[config.mk]
export PLATFORM = sky130hd
export DESIGN_NAME = arb_mux_reg
export DESIGN_NICKNAME = d
export VERILOG_FILES = /design/src/rtl/arb_mux_reg.sv
export SDC_FILE = /design/constraint.sdc
export NUM_CORES = 1
export LEC_CHECK = 0
export ABC_CLOCK_PERIOD_IN_PS = 3600
export CAP_MARGIN = 20
export CORE_UTILIZATION = 41
export DETAILED_ROUTE_END_ITERATION = 8
export HOLD_SLACK_MARGIN = 0.08
export PLACE_DENSITY = 0.92
export SYNTH_ARGS = -nofsm -noshare
export SYNTH_HDL_FRONTEND = slang
export SYNTH_SLANG_ARGS = --single-unit
[constraint.sdc]
create_clock -name clk -period 3.6 [get_ports clk]
set_input_delay 0.72 -clock clk [delete_from_list [all_inputs] [get_ports clk]]
set_output_delay 0.72 -clock clk [all_outputs]
set_load 0.01 [all_outputs]
[src/rtl/arb_mux_reg.sv]
// Registered N-channel selector with fixed-select or round-robin grant,
// valid/ready handshakes on every channel and a one-entry output register.
module arb_mux_reg #(
   parameter int WIDTH = 16,
   parameter int NCH   = 3,
   parameter int SELW  = 2
) (
   input  logic                   clk,
   input  logic                   rst_n,
   input  logic [NCH*WIDTH-1:0]   in_data,
   input  logic [NCH-1:0]         in_valid,
   output logic [NCH-1:0]         in_ready,
   input  logic                   mode,
   input  logic [SELW-1:0]        sel,
   output logic [WIDTH-1:0]       out_data,
   output logic [SELW-1:0]        out_src,
   output logic                   out_valid,
   input  logic                   out_ready,
   output logic                   sel_err
);

   localparam logic [SELW:0]   NCH_W   = (SELW+1)'(NCH);
   localparam logic [SELW-1:0] LAST_CH = SELW'(NCH-1);

   logic [NCH-1:0]   grant;
   logic [SELW:0]    cand;
   logic             found;
   logic [SELW-1:0]  gidx;
   logic [WIDTH-1:0] gdata;
   logic             load_ok;
   logic             xfer;

   logic             out_valid_q, out_valid_d;
   logic [WIDTH-1:0] out_data_q,  out_data_d;
   logic [SELW-1:0]  out_src_q,   out_src_d;
   logic             sel_err_q,   sel_err_d;
   logic [SELW-1:0]  rr_ptr_q,    rr_ptr_d;

   // Round-robin search walks rr_ptr+1 .. rr_ptr+NCH, folding once past NCH-1.
   always_comb begin
      grant = '0;
      found = 1'b0;
      cand  = '0;
      if (!mode) begin
         for (int unsigned i = 0; i < NCH; i++) begin
            if (SELW'(i) == sel) grant[i] = in_valid[i];
         end
      end else begin
         for (int unsigned k = 1; k <= NCH; k++) begin
            cand = {1'b0, rr_ptr_q} + (SELW+1)'(k);
            if (cand >= NCH_W) cand = cand - NCH_W;
            if (!found && in_valid[cand[SELW-1:0]]) begin
               grant[cand[SELW-1:0]] = 1'b1;
               found                 = 1'b1;
            end
         end
      end
   end

   always_comb begin
      gidx  = '0;
      gdata = '0;
      for (int unsigned i = 0; i < NCH; i++) begin
         if (grant[i]) begin
            gidx  = SELW'(i);
            gdata = in_data[i*WIDTH +: WIDTH];
         end
      end
   end

   assign load_ok  = !out_valid_q | out_ready;
   assign in_ready = rst_n ? (grant & {NCH{load_ok}}) : '0;
   assign xfer     = |in_ready;

   always_comb begin
      out_valid_d = out_valid_q;
      out_data_d  = out_data_q;
      out_src_d   = out_src_q;
      rr_ptr_d    = rr_ptr_q;
      sel_err_d   = !mode & ({1'b0, sel} >= NCH_W);
      if (xfer) begin
         out_valid_d = 1'b1;
         out_data_d  = gdata;
         out_src_d   = gidx;
         if (mode) rr_ptr_d = gidx;
      end else if (out_ready) begin
         out_valid_d = 1'b0;
      end
   end

   always_ff @(posedge clk or negedge rst_n) begin
      if (!rst_n) begin
         out_valid_q <= 1'b0;
         out_data_q  <= '0;
         out_src_q   <= '0;
         sel_err_q   <= 1'b0;
         rr_ptr_q    <= LAST_CH;
      end else begin
         out_valid_q <= out_valid_d;
         out_data_q  <= out_data_d;
         out_src_q   <= out_src_d;
         sel_err_q   <= sel_err_d;
         rr_ptr_q    <= rr_ptr_d;
      end
   end

   assign out_valid = out_valid_q;
   assign out_data  = out_data_q;
   assign out_src   = out_src_q;
   assign sel_err   = sel_err_q;

endmodule

==> metrics.txt, run 1 <==
cell count after synthesis=roughly 170; Synth top area share=0.322; Max-cap violations=0; top area cells in the synthesized netlist=dfrtp_1 32%, o31ai_4 10%, a221oi_1 8.6%; cell taking the most area after synthesis=dfrtp_1; fillers=299; Sw Pwr=a little under 800 uW; fmax=0.297 GHz; Mean Syn Cell Area=~9.5 um2; num rows=22; Crit path arrival time=2650 ps; clock buffer depth=2; antenna violations before repair=0; final WL=about 4700 um; CP Data Required Time=about 2900 ps; unrepaired setup endpoints after global routing=no; worst min path class=flip-flop to flip-flop; pwr dens=717 nW/um2; Area growth syn-to-layout=59.4%; final core utilization=0.696; Routed Antenna Nets=0; Ports=80; # nets final=318; clock skew=6.76 ps; Via density=approximately 5.6; Total GRT Usage=0.235; setup TNS=0 ps; CP max FO=12; Port Buffers=79; CTS clk-pin slew, worst paths=80 ps; Post-route DRC=0; Final Max Slew Viols=0; crit path capture type=output pin; most frequent cells in the layout=78 x clkdlybuf4s50_1, 24 x o21ai_0, 21 x nor2_1, 21 x dfrtp_1, 16 x a221oi_1; endpoints failing setup=0; Leak=0.00102 uW; syn_nets=234; share of layout cells above drive strength 1=0.141; first-pass GRT wire length=7680 um; share of synthesized registers carrying an async set or reset=1.00; Synth Flop Type=dfrtp_1; Die W=~65 um; ant diodes=0; share of total power in the clock network=0.123; CTS tree=built; Starting DRT DRC Count=~90; Skew-Pair Late Insertion Delay=260 ps; H-tree Lvls=1; register bit count reported by yosys=22; CORE AREA=3740 um2; # clock sinks=22; Root Driver=clkbuf_8; switching part of the total=0.420; fraction of the yosys area taken by sequential cells=0.338; vias in the first global route=1646; router iterations before antenna repair=4; Power Internal=roughly 1100 uW; synth unique cells=40; crit path kind=flip-flop to output pin; Final min period=about 3400 ps; WHS=516 ps; peak supply drop=0.393 mV; Final Hold Fails=0; die area=around 4200 um2; detailed-route wire length per cell=15.5 um; startpoint class of the critical path=flip-flop; Seq pwr share=0.212; Initial Util=0.436; Cell Area, Synth=around 1600 um2; die height=65.1 um; dpl hpwl=around 3500 um; worst-margin pin slew=approximately 470 ps; total gr overflow=0; pin count of the biggest net entering global routing=24; final total power=1870 uW; Slew Limit Headroom=0.684; GP Congestion=roughly 0.9; multi-input logic area=988 um2; Combinational Power Share=0.665; status=complete, no violations; commonest non-fill, non-tap cell in the layout=clkdlybuf4s50_1; synth warn=0; register area=552 um2; period utilization=0.935; EDFF count, synth=0; via count=1703; clock buffer count from CTS=3
## sequential cells by signal (all words and copies together) (netlist names)
signal	cells
out_data	16
out_src	2
out_valid	1
rr_ptr_q	2
sel_err	1
## cell families (layout without fill, tap and decap cells)
family,after synthesis,after routing,synth area share
simple gates,47,47,0.141
buf+inv,21,104,0.0689
mux,3,3,0.0184
flops,22,22,0.338
fa+ha+maj,5,5,0.0383
compound gates,74,74,0.396
## cell usage after synthesis (2+ instances only)
master and instances:
a221oi_1 16, ha_1 5, nand3_1 5, o31ai_4 8, o31ai_1 8, a21oi_1 4
or3_1 2, o21ai_0 24, nand2b_1 2, buf_6 2, nand2_1 8, and2_1 2
o21ai_1 2, nor2_1 21, mux2i_1 3, buf_2 3, clkbuf_1 6, o22ai_2 2
dfrtp_1 21, inv_1 8
## power groups by stage
stage,logic (uW),registers (uW),clock network [uW]
CTS,1220,396,231
global route,1340,407,245
finish,1240,396,230
floorplan,738,441,0
detailed placement,1190,400,0
global placement,1170,396,0
## final timing paths
kind	start	endpoint	slack (ps)	depth (start not counted)
max in group asynchronous	rst_n	rr_ptr_q[1]	2460	2
min in group asynchronous	rst_n	rr_ptr_q[0]	860	2
worst min register to register	out_data[15]	out_data[15]	520	2
worst min-delay path	out_data[15]	out_data[15]	520	2
worst max register to register	rr_ptr_q[1]	out_data[0]	530	11
worst max-delay path	rr_ptr_q[1]	in_ready[1]	230	8
## worst max-delay path, cell delays in order (launching register included)
cell and delay [ps]:
dfstp_2 540, inv_1 100, ha_4 280, nor2_1 240, o21ai_0 100, or3_1 320, o211ai_2 80, nor2b_1 140
clkdlybuf4s50_1 550
## what timing repair did
action,4_1_cts,5_1_grt
pin swaps,0,1
endpoints found under the setup margin,1,1
gates resized for setup,2,3
hold buffers,0,0
setup buffers,0,2
## routing by layer
layer / track usage / wire length, um / vias to the layer above
met5: 0 / 0 / -
met4: 0.0815 / 66 / 0
met3: 0.0469 / 254 / 6
met2: 0.421 / 2470 / 54
met1: 0.279 / 1920 / 821
li1: - / - / 822
## cell type report
| cell class | instances | area share |
|---|---|---|
| Clock buffer | 3 | 0.0159 |
| Clock inverter | 1 | 0.0115 |
| Inverter | 8 | 0.0115 |
| Multi-Input combinational cell | 129 | 0.379 |
| Sequential cell | 22 | 0.212 |
| Tap cell | 48 | 0.0231 |
| Timing Repair Buffer | 92 | 0.347 |
## stage by stage
| stage | cells | worst slack (ps) | cell area (um2) |
|---|---|---|---|
| 6_report | 303 | 234 | 2610 |
| 5_1_grt | 303 | 115 | 2610 |
| 4_1_cts | 301 | 5.77 | 2580 |
| 3_5_place_dp | 297 | 7.88 | 2500 |
| 3_3_place_gp | 297 | 76.1 | 2500 |
| 2_1_floorplan | 172 | 522 | 1630 |
No activity file was read; power rests on OpenSTA's default activity.
==> inputs of run 2 (changes only) <==
--- a/config.mk
+++ b/config.mk
@@ -5,12 +5,14 @@
 export SDC_FILE = /design/constraint.sdc
 export NUM_CORES = 1
 export LEC_CHECK = 0
-export ABC_CLOCK_PERIOD_IN_PS = 3600
+export ABC_CLOCK_PERIOD_IN_PS = 3800
 export CAP_MARGIN = 20
 export CORE_UTILIZATION = 41
+export CTS_CLUSTER_SIZE = 20
 export DETAILED_ROUTE_END_ITERATION = 8
 export HOLD_SLACK_MARGIN = 0.08
 export PLACE_DENSITY = 0.92
 export SYNTH_ARGS = -nofsm -noshare
 export SYNTH_HDL_FRONTEND = slang
 export SYNTH_SLANG_ARGS = --single-unit
+export TNS_END_PERCENT = 20
==> constraint.sdc (replaced) <==
create_clock -name clk -period 3.8 [get_ports clk]
set_input_delay 0.76 -clock clk [delete_from_list [all_inputs] [get_ports clk]]
set_output_delay 0.76 -clock clk [all_outputs]
set_load 0.01 [all_outputs]
==> run 2 against run 1 <==
Compared with the run above:
- count of clock-buffer cells in the layout did not move
- first-iteration DRC count rose by 14%
- clock power fell by 6%
- non-clock buffer count fell by 3
- utilization fell by 0.84 points
- critical path depth fell by 1
- sequential share of layout area rose by 0.26 points
==> metrics.txt, run 2 (synthesis gave the netlist of run 1 again) <==
crit path capture type=output pin; post-CTS setup buffers=0 (unchanged); detailed-route wire length per cell=15.5 um (-0.33%); total gr overflow=0 (unchanged); Slowest Stage Delay on Critical Path=600 ps (+50 ps); H-tree Lvls=1 (unchanged); switching part of the total=0.422 (+0.00201); Initial Util=0.436 (unchanged); final core utilization=0.688 (-0.00836); Ports=80 (unchanged); final WL=4640 um (-1.3%); clock skew=6.10 ps (-0.660 ps); # nets final=315 (-0.94%); vias in the first global route=1606 (-2.4%); antenna violations before repair=0 (unchanged); # clock sinks=22 (unchanged); setup ws final=135 ps (-98.9 ps); Combinational Power Share=0.659 (-0.006); crit path kind=input port to output pin; pwr dens=676 nW/um2 (-5.7%); max reg flops=16 (unchanged); worst r2r src=rr_ptr_q[1]; CP Data Required Time=3040 ps (+160 ps); Max-cap violations=0 (unchanged); Crit path max-delay family=buffers and inverters; CP max FO=7 (-5); Via density=5.61 (-0.13%); fillers=306 (+2.3%); CP Cell Sequence=clkdlybuf4s50_1 > nand2b_1 > o22ai_2 > nand4_2 > o2111a_1 > nor3_1 > clkdlybuf4s50_1; startpoint class of the critical path=input port; worst min path class=flip-flop to flip-flop; most frequent cells in the layout=79 x clkdlybuf4s50_1, 24 x o21ai_0, 21 x nor2_1, 21 x dfrtp_1, 16 x a221oi_1; Hold Startpoint=out_data[5]; Starting DRT DRC Count=105 (+14%); Slowest-stage cell, CP=clkdlybuf4s50_1; Post-route DRC=0 (unchanged); Final Max Slew Viols=0 (unchanged); Port Buffers=79 (unchanged); endpoints failing setup=0 (unchanged); CTS tree=built; worst slack, placed=170 ps (+162 ps); CP Buf/Inv Count=2 (unchanged); Power Internal=1010 uW (-7.2%); setup TNS=0 ps (unchanged); via count=1684 (-1.1%); unrepaired setup endpoints after global routing=no; Seq pwr share=0.217 (+0.005); CTS clk-pin slew, worst paths=80 ps (about the same); clock buffer count from CTS=3 (unchanged); ant diodes=0 (unchanged); Setup crit start=in_valid[0]; num rows=22 (unchanged); commonest non-fill, non-tap cell in the layout=clkdlybuf4s50_1; Total GRT Usage=0.220 (-0.0150); Leak=0.000993 uW (-2.7%); worst-margin pin slew=524 ps (+49.6 ps); Sw Pwr=734 uW (-6.4%); CORE AREA=3740 um2 (unchanged); Crit path arrival time=2910 ps (+260 ps); Root Driver=clkbuf_8; dpl hpwl=3480 um (-1.3%); status=complete, no violations; fmax=approximately 0.27 GHz; Final min period=~3700 ps; die height=65.1 um (unchanged); Die W=65.1 um (unchanged); router iterations before antenna repair=4 (unchanged); share of total power in the clock network=0.124 (about the same); GP Congestion=0.846 (-5.0%); Slew Limit Headroom=0.651 (-0.0331); first-pass GRT wire length=7290 um (-5.1%); die area=4240 um2 (unchanged); period utilization=0.964; Skew-Pair Late Insertion Delay=260 ps (about the same); Area growth syn-to-layout=57.5%; Final Hold Fails=0 (unchanged); most used cell, CP=clkdlybuf4s50_1; Routed Antenna Nets=0 (unchanged); pin count of the biggest net entering global routing=24 (unchanged); share of layout cells above drive strength 1=0.123 (-0.0182); peak supply drop=0.360 mV (-8.5%); clock buffer depth=2 (unchanged)
run 2: power by group through the flow:
stage / combinational [uW] / clock, uW / sequential [uW]
2_1_floorplan: 699 / 0 / 418
3_3_place_gp: 1120 / 0 / 376
3_5_place_dp: 1120 / 0 / 381
4_1_cts: 1130 / 220 / 377
5_1_grt: 1230 / 229 / 387
6_report: 1150 / 216 / 377
run 2: repair_timing:
action                                  4_1_cts  5_1_grt
endpoints found under the setup margin        0        1
hold buffers                                  0        0
gates resized for setup                       0        2
run 2: per-stage QoR:
step | hold WS, ps | power (uW) | cell area (um2) | std cells
after detailed placement | 496 | 1500 | 2490 | 296
after floorplan | 464 | 1120 | 1630 | 172
final | 512 | 1740 | 2570 | 300
after CTS | 516 | 1730 | 2560 | 300
after global placement | 490 | 1490 | 2490 | 296
after global routing | 545 | 1850 | 2570 | 300
run 2: worst register-to-register path, delay by kind of cell, from the launching register on:
family,cells,cell delay (ps)
simple gates,3,1020
buf+inv,3,650
compound gates,4,560
flops,1,540
fa+ha+maj,1,300
run 2: cell type report:
type | instances | area (um2) | area share
flip-flops and latches | 22 | 552 | 0.214
clock inverters | 1 | 30.0 | 0.0117
clock buffers | 3 | 41.3 | 0.0160
inverters | 8 | 30.0 | 0.0117
repair buffers | 89 | 878 | 0.341
well taps | 48 | 60.1 | 0.0233
multi-input cells | 129 | 982 | 0.382
run 2: worst paths after layout:
path	to	slack, ps	depth (start not counted)
max	in_ready[0]	130	7
min	out_data[5]	510	2
max reg2reg	out_data[15]	650	11
min reg2reg	out_data[5]	510	2
max in group asynchronous	rr_ptr_q[1]	2610	2
min in group asynchronous	out_data[8]	910	2
run 2: routing by layer:
| metal | track usage | vias up | wire [um] |
|---|---|---|---|
| met5 | 0 | - | 0 |
| met4 | 0.0842 | 0 | 63 |
| met3 | 0.0347 | 8 | 251 |
| met2 | 0.398 | 64 | 2440 |
| met1 | 0.259 | 798 | 1890 |
| li1 | - | 814 | - |
